--- src/rtl/mux41_rr_arbiter_if.sv ---
// Shared-mux arbiter bus: four requester data/request lines, per-source acks,
// grant/select status and the single valid/ready output stage.
interface mux41_rr_arbiter_if #(
  parameter int W = 8
);
  logic [3:0]   req;
  logic [W-1:0] d0;
  logic [W-1:0] d1;
  logic [W-1:0] d2;
  logic [W-1:0] d3;
  logic [3:0]   ack;
  logic [3:0]   gnt;
  logic         s0;
  logic         s1;
  logic [W-1:0] y;
  logic         y_valid;
  logic         y_ready;
  logic         busy;

  modport master (
    input  req, d0, d1, d2, d3, y_ready,
    output ack, gnt, s0, s1, y, y_valid, busy
  );

  modport slave (
    output req, d0, d1, d2, d3, y_ready,
    input  ack, gnt, s0, s1, y, y_valid, busy
  );
endinterface

--- src/rtl/mux41_rr_arbiter.sv ---
// Round-robin arbiter for a shared 4:1 mux: grants bounded bursts from one
// requester at a time into a registered valid/ready output stage.
module mux41_rr_arbiter #(
  parameter int W         = 8,
  parameter int MAX_BURST = 4
) (
  input  logic                 clk,
  input  logic                 rst_n,
  mux41_rr_arbiter_if.master   bus
);
  typedef enum logic {IDLE, XFER} state_t;

  localparam logic [3:0] BURST_LAST = 4'(MAX_BURST);

  state_t       state;
  logic [1:0]   ptr;
  logic [3:0]   gnt;
  logic         s0;
  logic         s1;
  logic [3:0]   beat;
  logic [W-1:0] y;
  logic         y_valid;

  logic [1:0]   g;
  logic [1:0]   cand;
  logic [1:0]   sel_idx;
  logic         sel_found;
  logic         take;
  logic [W-1:0] src_d;
  logic [3:0]   ack;

  // The registered selects double as the grantee index during XFER.
  assign g = {s0, s1};

  // Scan offsets ptr+4 down to ptr+1; later hits overwrite, so ptr+1 wins.
  always_comb begin
    sel_found = 1'b0;
    sel_idx   = ptr;
    cand      = ptr;
    for (int unsigned k = 0; k < 4; k++) begin
      cand = ptr - 2'(k);
      if (bus.req[cand]) begin
        sel_found = 1'b1;
        sel_idx   = cand;
      end
    end
  end

  always_comb begin
    src_d = '0;
    case (g)
      2'd0: src_d = bus.d0;
      2'd1: src_d = bus.d1;
      2'd2: src_d = bus.d2;
      2'd3: src_d = bus.d3;
      default: src_d = '0;
    endcase
  end

  assign take = (state == XFER) && bus.req[g] && (!y_valid || bus.y_ready)
                && (beat < BURST_LAST);
  assign ack  = take ? (4'b0001 << g) : '0;

  always_ff @(posedge clk or negedge rst_n) begin
    if (!rst_n) begin
      state   <= IDLE;
      ptr     <= 2'd3;
      gnt     <= '0;
      s0      <= 1'b0;
      s1      <= 1'b0;
      beat    <= '0;
      y       <= '0;
      y_valid <= 1'b0;
    end else begin
      // Output register runs regardless of state so the last word drains in IDLE.
      if (take) begin
        y       <= src_d;
        y_valid <= 1'b1;
      end else if (y_valid && bus.y_ready) begin
        y_valid <= 1'b0;
      end

      case (state)
        IDLE: begin
          if (sel_found) begin
            state    <= XFER;
            gnt      <= 4'b0001 << sel_idx;
            {s0, s1} <= sel_idx;
            beat     <= '0;
          end
        end
        XFER: begin
          if (take) beat <= beat + 4'd1;
          if (!bus.req[g] || (take && (beat + 4'd1 == BURST_LAST))) begin
            state <= IDLE;
            ptr   <= g;
            gnt   <= '0;
          end
        end
        default: state <= IDLE;
      endcase
    end
  end

  assign bus.ack     = ack;
  assign bus.gnt     = gnt;
  assign bus.s0      = s0;
  assign bus.s1      = s1;
  assign bus.y       = y;
  assign bus.y_valid = y_valid;
  assign bus.busy    = (state == XFER);
endmodule

--- src/flat_wrapper.sv ---
// flat-port wrapper written by rule: the top's interface ports become plain ports
module mux41_rr_arbiter_flat 
#(
  parameter int W         = 8,
  parameter int MAX_BURST = 4
)
  (clk, rst_n, bus_req, bus_d0, bus_d1, bus_d2, bus_d3, bus_y_ready, bus_ack, bus_gnt, bus_s0, bus_s1, bus_y, bus_y_valid, bus_busy);
  mux41_rr_arbiter_if #(.W(W)) bus_i ();
  input  logic clk;
  input  logic rst_n;
  input wire logic [$bits(bus_i.req)-1:0] bus_req;
  input wire logic [$bits(bus_i.d0)-1:0] bus_d0;
  input wire logic [$bits(bus_i.d1)-1:0] bus_d1;
  input wire logic [$bits(bus_i.d2)-1:0] bus_d2;
  input wire logic [$bits(bus_i.d3)-1:0] bus_d3;
  input wire logic [$bits(bus_i.y_ready)-1:0] bus_y_ready;
  output wire logic [$bits(bus_i.ack)-1:0] bus_ack;
  output wire logic [$bits(bus_i.gnt)-1:0] bus_gnt;
  output wire logic [$bits(bus_i.s0)-1:0] bus_s0;
  output wire logic [$bits(bus_i.s1)-1:0] bus_s1;
  output wire logic [$bits(bus_i.y)-1:0] bus_y;
  output wire logic [$bits(bus_i.y_valid)-1:0] bus_y_valid;
  output wire logic [$bits(bus_i.busy)-1:0] bus_busy;
  assign bus_i.req = bus_req;
  assign bus_i.d0 = bus_d0;
  assign bus_i.d1 = bus_d1;
  assign bus_i.d2 = bus_d2;
  assign bus_i.d3 = bus_d3;
  assign bus_i.y_ready = bus_y_ready;
  assign bus_ack = bus_i.ack;
  assign bus_gnt = bus_i.gnt;
  assign bus_s0 = bus_i.s0;
  assign bus_s1 = bus_i.s1;
  assign bus_y = bus_i.y;
  assign bus_y_valid = bus_i.y_valid;
  assign bus_busy = bus_i.busy;
  mux41_rr_arbiter #(.W(W), .MAX_BURST(MAX_BURST)) u_core (.clk(clk), .rst_n(rst_n), .bus(bus_i));
endmodule
--- config.mk ---
export PLATFORM = sky130hd
export DESIGN_NAME = mux41_rr_arbiter_flat
export DESIGN_NICKNAME = d
export VERILOG_FILES = /design/src/rtl/mux41_rr_arbiter_if.sv /design/src/rtl/mux41_rr_arbiter.sv /design/src/flat_wrapper.sv
export SDC_FILE = /design/constraint.sdc
export NUM_CORES = 1
export LEC_CHECK = 0
export CAP_MARGIN = 5
export CORE_AREA = 2 2 44 77
export CTS_BUF_LIST = sky130_fd_sc_hd__clkbuf_8
export CTS_CLUSTER_DIAMETER = 200
export DETAILED_ROUTE_END_ITERATION = 7
export DIE_AREA = 0 0 46 79
export PLACE_DENSITY_LB_ADDON = 0.15
export SLEW_MARGIN = 0
export SYNTH_ARGS = -nofsm -noshare
export SYNTH_HDL_FRONTEND = slang
export SYNTH_SLANG_ARGS = --single-unit
--- constraint.sdc ---
create_clock -name clk -period 1.9 [get_ports clk]
set_input_delay 0.38 -clock clk [delete_from_list [all_inputs] [get_ports clk]]
set_output_delay 0.38 -clock clk [all_outputs]
set_load 0.005 [all_outputs]
==> results of run 1 <==
layout make-up:
cell class,count,area (sq um)
fillers,235,1030
repair buffers,78,716
multi-input cells,82,636
flip-flops and latches,22,553
clock buffers,4,55.1
well taps,29,36.3
inverters,4,15.0
critical path: cells and delay by family, from the launching register on:
| family | cells | cell delay [ns] |
|---|---|---|
| and+or+nand+nor | 2 | 0.38 |
| buffers and inverters | 1 | 0.11 |
| DFF | 1 | 0.37 |
| muxes | 1 | 0.53 |
what timing repair did:
action	in CTS	in global routing
pin swaps	0	0
setup endpoints to repair	4	4
gates resized for setup	26	0
hold buffers	0	0
buffers inserted	4	0
metrics by stage:
stage	setup WS (ns)	hold WS [ns]	TNS [ns]	instance area (sq um)	power, W
2_1_floorplan	0.0713	0.0844	0	1230	0.00167
3_3_place_gp	-0.587	0.460	-3.14	1930	0.00237
3_5_place_dp	-0.614	0.461	-3.59	1930	0.00242
4_1_cts	-0.133	0.480	-0.319	2010	0.00283
5_1_grt	-0.189	0.498	-0.586	2010	0.00301
6_report	-0.124	0.476	-0.280	2010	0.00280
metal layers:
metal	global-route usage (%)	vias up
li1	-	557
met1	21.4	557
met2	42.4	52
met3	1.59	2
met4	5.14	0
met5	0	-
cells in the final DEF, fill, tap and decap left out, types with 2 or more instances in the layout:
| master | count |
|---|---|
| nand3_1 | 3 |
| dlygate4sd2_1 | 4 |
| dfstp_2 | 2 |
| clkbuf_8 | 4 |
| nand2_1 | 30 |
| a21o_1 | 2 |
| mux4_2 | 8 |
| buf_4 | 19 |
| o21ai_0 | 3 |
| o2bb2ai_1 | 4 |
| a21oi_1 | 2 |
| or2_2 | 2 |
| nor2_1 | 7 |
| buf_2 | 3 |
| dfrtp_1 | 20 |
| inv_1 | 3 |
| mux2_1 | 2 |
| nand2b_1 | 3 |
| buf_6 | 2 |
| clkdlybuf4s50_1 | 50 |
state kept, by name, indices dropped and copies added, names as in the netlist:
signal,count
u_core.bus.s0,1
u_core.bus.y,8
u_core.bus.busy,1
u_core.beat,4
u_core.bus.y_valid,1
u_core.ptr,2
u_core.bus.s1,1
u_core.bus.gnt,4
power by group through the flow:
stage	registers (W)	logic, W	clock network, W
floorplan	0.000828	0.000840	0
global placement	0.000815	0.00155	0
detailed placement	0.000826	0.00159	0
CTS	0.000824	0.00167	0.000335
global route	0.000845	0.00181	0.000356
finish	0.000820	0.00165	0.000329
worst paths after layout:
path                                        startpoint                             to  slack [ns]  cells after the start
hold / removal                                   rst_n  u_core.bus.gnt[1]$_DFFE_PN0P_        0.48                      2
min in group clk           u_core.bus.y[0]$_DFFE_PN0P_    u_core.bus.y[0]$_DFFE_PN0P_        0.48                      2
setup reg to reg             u_core.bus.s0$_DFFE_PN0P_     u_core.beat[2]$_DFFE_PN0P_        0.07                      6
max in group asynchronous                        rst_n      u_core.ptr[1]$_DFFE_PN1P_        1.15                      2
setup / recovery             u_core.bus.s0$_DFFE_PN0P_                     bus_ack[3]       -0.12                      4
hold reg to reg            u_core.bus.y[0]$_DFFE_PN0P_    u_core.bus.y[0]$_DFFE_PN0P_        0.48                      2
kinds of logic after synthesis:
| logic type | share of synthesized area (%) |
|---|---|
| AND/OR/NAND/NOR | 19.5 |
| flip-flops | 45.1 |
| AO/OA/AOI/OAI | 10.9 |
| multiplexers | 18.7 |
| buffers and inverters | 4.80 |
| adder cells (fa/ha/maj) | 1.02 |
==> results_dict.tcl, run 1 <==
set metrics [dict create \
    status "complete, but fails checks" \
    violations "setup timing" \
    drv_slew 0 \
    post_drt_via_cell_ratio 5.33 \
    wl_met1_microns 1170 \
    cp_data_required_time_ns 1.52 \
    wire_per_inst_microns 15.9 \
    crit_chain "mux4_2, and4_4, and3_4, buf_6" \
    crit_fanout 4 \
    fmax_ghz 0.494 \
    grt_max_degree 23 \
    synth_area_sq_um 1230 \
    clkLatencyLatePin_ns 0.26 \
    setup_viol 4 \
    syn_area_per_cell_sq_um 10.8 \
    rsz0062_at_grt "true" \
    cts_sinks 22 \
    switching_share_pct 35.1 \
    cpMaxStageDelayCell "mux4_2" \
    layout-drive-gt1-share_pct 24.7 \
    place_congestion 0.764 \
    synth.distinct_cells 33 \
    cts_made_buffers 3 \
    yosys_warnings 0 \
    critPathArrivalTime_ns 1.64 \
    top_layer "met4" \
    track_usage_pct 21.2 \
    power.leakage_nw 0.899 \
    ys_top_cells_by_area "dfrtp_1 41%, mux4_2 15%, nand2_1 9.2%" \
    synth_nets 154 \
    place_hpwl_microns 2780 \
    clk_pin_slew_ns 0.08 \
    num_rows 27 \
    skew_ns 0.00445 \
    combPwrFrac_pct 58.9 \
    grt.overflow.total 0 \
    cts_tree "built" \
    die_area_sq_um 3630 \
    ant_nets 0 \
    ios 59 \
    min_path_type "input pin to asynchronous set/reset pin" \
    final_cells 219 \
    nets 231 \
    pwr-share-clk_pct 11.8 \
    p_seq_share_pct 29.3 \
    routed_wirelength_microns 3490 \
    worst_pin_slew_ns 0.482 \
    power.internal_w 0.00181 \
    first_pass_iters 4 \
    die_width_microns 46 \
    drcViolationCount 0 \
    yosysMostFrequentCell "nand2_1" \
    start_util_pct 40.3 \
    drv_cap 0 \
    critPathMaxStageDelay_ns 0.53 \
    endpoint_kind "output pin" \
    htreeDepth 1 \
    synth_commonest_cells "30 x nand2_1, 20 x dfrtp_1, 8 x mux4_2" \
    numPortBuffers 58 \
    seq_area_frac_synth_pct 45.1 \
    p_sw_w 0.000981 \
    critPathLaunchType "flop" \
    postSynth.asyncResetShare_pct 100 \
    die_h_microns 79 \
    grt_pass1_wl_microns 5730 \
    synth_top_area_share_pct 40.8 \
    layout_setup_ws_ns -0.124 \
    ys.flop_type "dfrtp_1" \
    cts_root_buf "clkbuf_8" \
    synth-seq-cells 22 \
    core-area_sq_um 3040 \
    cts_buffer_depth 2 \
    grt_pass1_vias 1284 \
    drtIter0Drc 27 \
    vias 1168 \
    dp.cells 212 \
    dr_wl_met2_microns 2060 \
    power.density_nw_per_um2 1390 \
    min_period_ns 2.02 \
    ir_worst_vdd_v 0.00109 \
    utilization_pct 66.1 \
    hold_violations 0 \
    yosysTopAreaCell "dfrtp_1" \
    fin_crit_sh_pct 107 \
    antenna_found_initial 0 \
    relSlewSlack_pct 67.9 \
    syn_inst 114 \
    n_antenna_cell 0 \
    wl_met3_microns 237 \
    syn2layout_area_growth_pct 64.0 \
    path_class "flop to output pin" \
    synth_edf_count 0 \
]
No activity file was read; power rests on OpenSTA's default activity.
==> run 2, diff against run 1 <==
Settings changed: CORE_AREA 2 2 44 77 to 2 2 54 93, DIE_AREA 0 0 46 79 to 0 0 56 95.
==> results_dict.tcl, run 2 (same netlist as run 1, synthesis figures left out) <==
set metrics [dict create \
    n_antenna_cell 0 \
    ff2ff_path_depth 5 \
    crit_chain "mux4_2, and4_4, and3_4, buf_6" \
    syn2layout_area_growth_pct 66.4 \
    drcViolationCount 0 \
    htreeDepth 1 \
    ir_worst_vdd_v 0.000938 \
    fillCellCount 484 \
    critPathArrivalTime_ns 1.69 \
    fmax_ghz 0.482 \
    min_period_ns 2.07 \
    drv_slew 0 \
    crit_fanout 4 \
    drtIter0Drc 24 \
    clk_pin_slew_ns 0.08 \
    routed_wirelength_microns 3610 \
    grt_pass1_wl_microns 6070 \
    die_width_microns 56 \
    setup_viol 4 \
    regMostFlops "u_core.bus.y" \
    p_total_w 0.00290 \
    hold_violations 0 \
    finalInstanceArea_sq_um 2040 \
    relSlewSlack_pct 68.4 \
    r2r_slack_ns 0.11 \
    post_drt_via_cell_ratio 4.88 \
    critPathLaunchType "flop" \
    skew_ns 0.00595 \
    clkLatencyLatePin_ns 0.26 \
    power.leakage_nw 0.896 \
    final_cells 240 \
    path_class "flop to output pin" \
    num_rows 33 \
    largest_register_ffs 8 \
    cts_made_buffers 3 \
    status "complete, but fails checks" \
    dp.cells 234 \
    final_common_cell "clkdlybuf4s50_1" \
    track_usage_pct 14.4 \
    antenna_found_initial 0 \
    reg.largest.list "u_core.bus.y: 8 flops, u_core.beat: 4 flops, u_core.bus.gnt: 4 flops" \
    start_util_pct 26.5 \
    drv_cap 0 \
    min_path_type "input pin to asynchronous set/reset pin" \
    violations "setup timing" \
    cp_data_required_time_ns 1.52 \
    grt.overflow.total 0 \
    first_pass_iters 3 \
    r2r-start "u_core.bus.s0$_DFFE_PN0P_" \
    ant_nets 0 \
    critPathMaxStageDelay_ns 0.56 \
    dpl_cell_area_sq_um 1950 \
    die_area_sq_um 5320 \
    numPortBuffers 58 \
    cts_root_buf "clkbuf_8" \
    endpoint_kind "output pin" \
    core-area_sq_um 4620 \
    ios 59 \
    grt_pass1_vias 1345 \
    cts_tree "built" \
    place_hpwl_microns 2870 \
    die_h_microns 95 \
    cts_buffer_depth 2 \
    cpMaxStageDelayCell "mux4_2" \
    place_congestion 0.787 \
    layout.area.seq_sq_um 553 \
    power.density_nw_per_um2 1420 \
    fin_crit_sh_pct 109 \
    multi_input_area_sq_um 636 \
    grt_max_degree 23 \
    cts_sinks 22 \
    mostFrequentLayoutCells "50 x clkdlybuf4s50_1, 30 x nand2_1, 20 x dfrtp_1" \
    place_ws_ns -0.700 \
    layout_setup_ws_ns -0.173 \
    rsz0062_at_grt "true" \
    wire_per_inst_microns 15.1 \
    worst_pin_slew_ns 0.474 \
    layout-drive-gt1-share_pct 23.9 \
    nets 229 \
    worstReg2RegEnd "u_core.beat[2]$_DFFE_PN0P_" \
    vias 1172 \
]
==> run 2: worst max path at each step <==
stage                               from         end  slack, ns  depth (start not counted)
2_1_floorplan  u_core.bus.s0$_DFFE_PN0P_  bus_ack[2]       0.07                          6
3_3_place_gp                  bus_req[0]  bus_ack[3]      -0.65                          5
3_5_place_dp                  bus_req[0]  bus_ack[3]      -0.70                          5
4_1_cts        u_core.bus.s0$_DFFE_PN0P_  bus_ack[3]      -0.17                          4
5_1_grt        u_core.bus.s0$_DFFE_PN0P_  bus_ack[3]      -0.21                          4
6_report       u_core.bus.s0$_DFFE_PN0P_  bus_ack[3]      -0.17                          4
==> run 2: what timing repair did <==
item,4_1_cts,5_1_grt
hold buffers,0,0
setup buffers,3,0
pin swaps,2,0
setup endpoints to repair,4,4
gates resized for setup,26,0
==> run 2: stage by stage <==
stage	utilization (%)	TNS, ns	hold WS, ns
after detailed placement	42.1	-5.35	0.468
after global routing	44.1	-0.677	0.484
after floorplan	-	0	0.0844
after global placement	42.1	-4.24	0.461
after CTS	44.1	-0.466	0.470
final	44.1	-0.481	0.459
==> run 2: final cells by class <==
type,count,area share (%)
clock buffer,3,2.02
clock inverter,1,1.47
inverter,4,0.736
multi-input combinational,82,31.1
sequential,22,27.1
tap,52,3.19
timing repair buffer,76,34.3
==> run 2: power breakdown <==
part / internal (W) / switching, W
Combinational: 0.000929 / 0.000725
Sequential: 0.000686 / 0.000126
Clock: 0.000281 / 0.000152
==> run 2: routing by layer <==
| metal | part of all wire, % | global-route usage, % | routed length [microns] | vias to the layer above |
|---|---|---|---|---|
| met5 | 0 | 0 | 0 | - |
| met4 | 4.8 | 8.13 | 174 | 0 |
| met3 | 5.8 | 1.92 | 209 | 14 |
| met2 | 57 | 28.2 | 2050 | 46 |
| met1 | 32 | 13.9 | 1170 | 555 |
| li1 | - | - | - | 557 |
==> run 2: worst max-delay path: cells and delay by family (launching register included) <==
kind,cells,cell delay [ns]
muxes,1,0.56
DFF,1,0.39
and+or+nand+nor,2,0.38
buffers and inverters,1,0.11
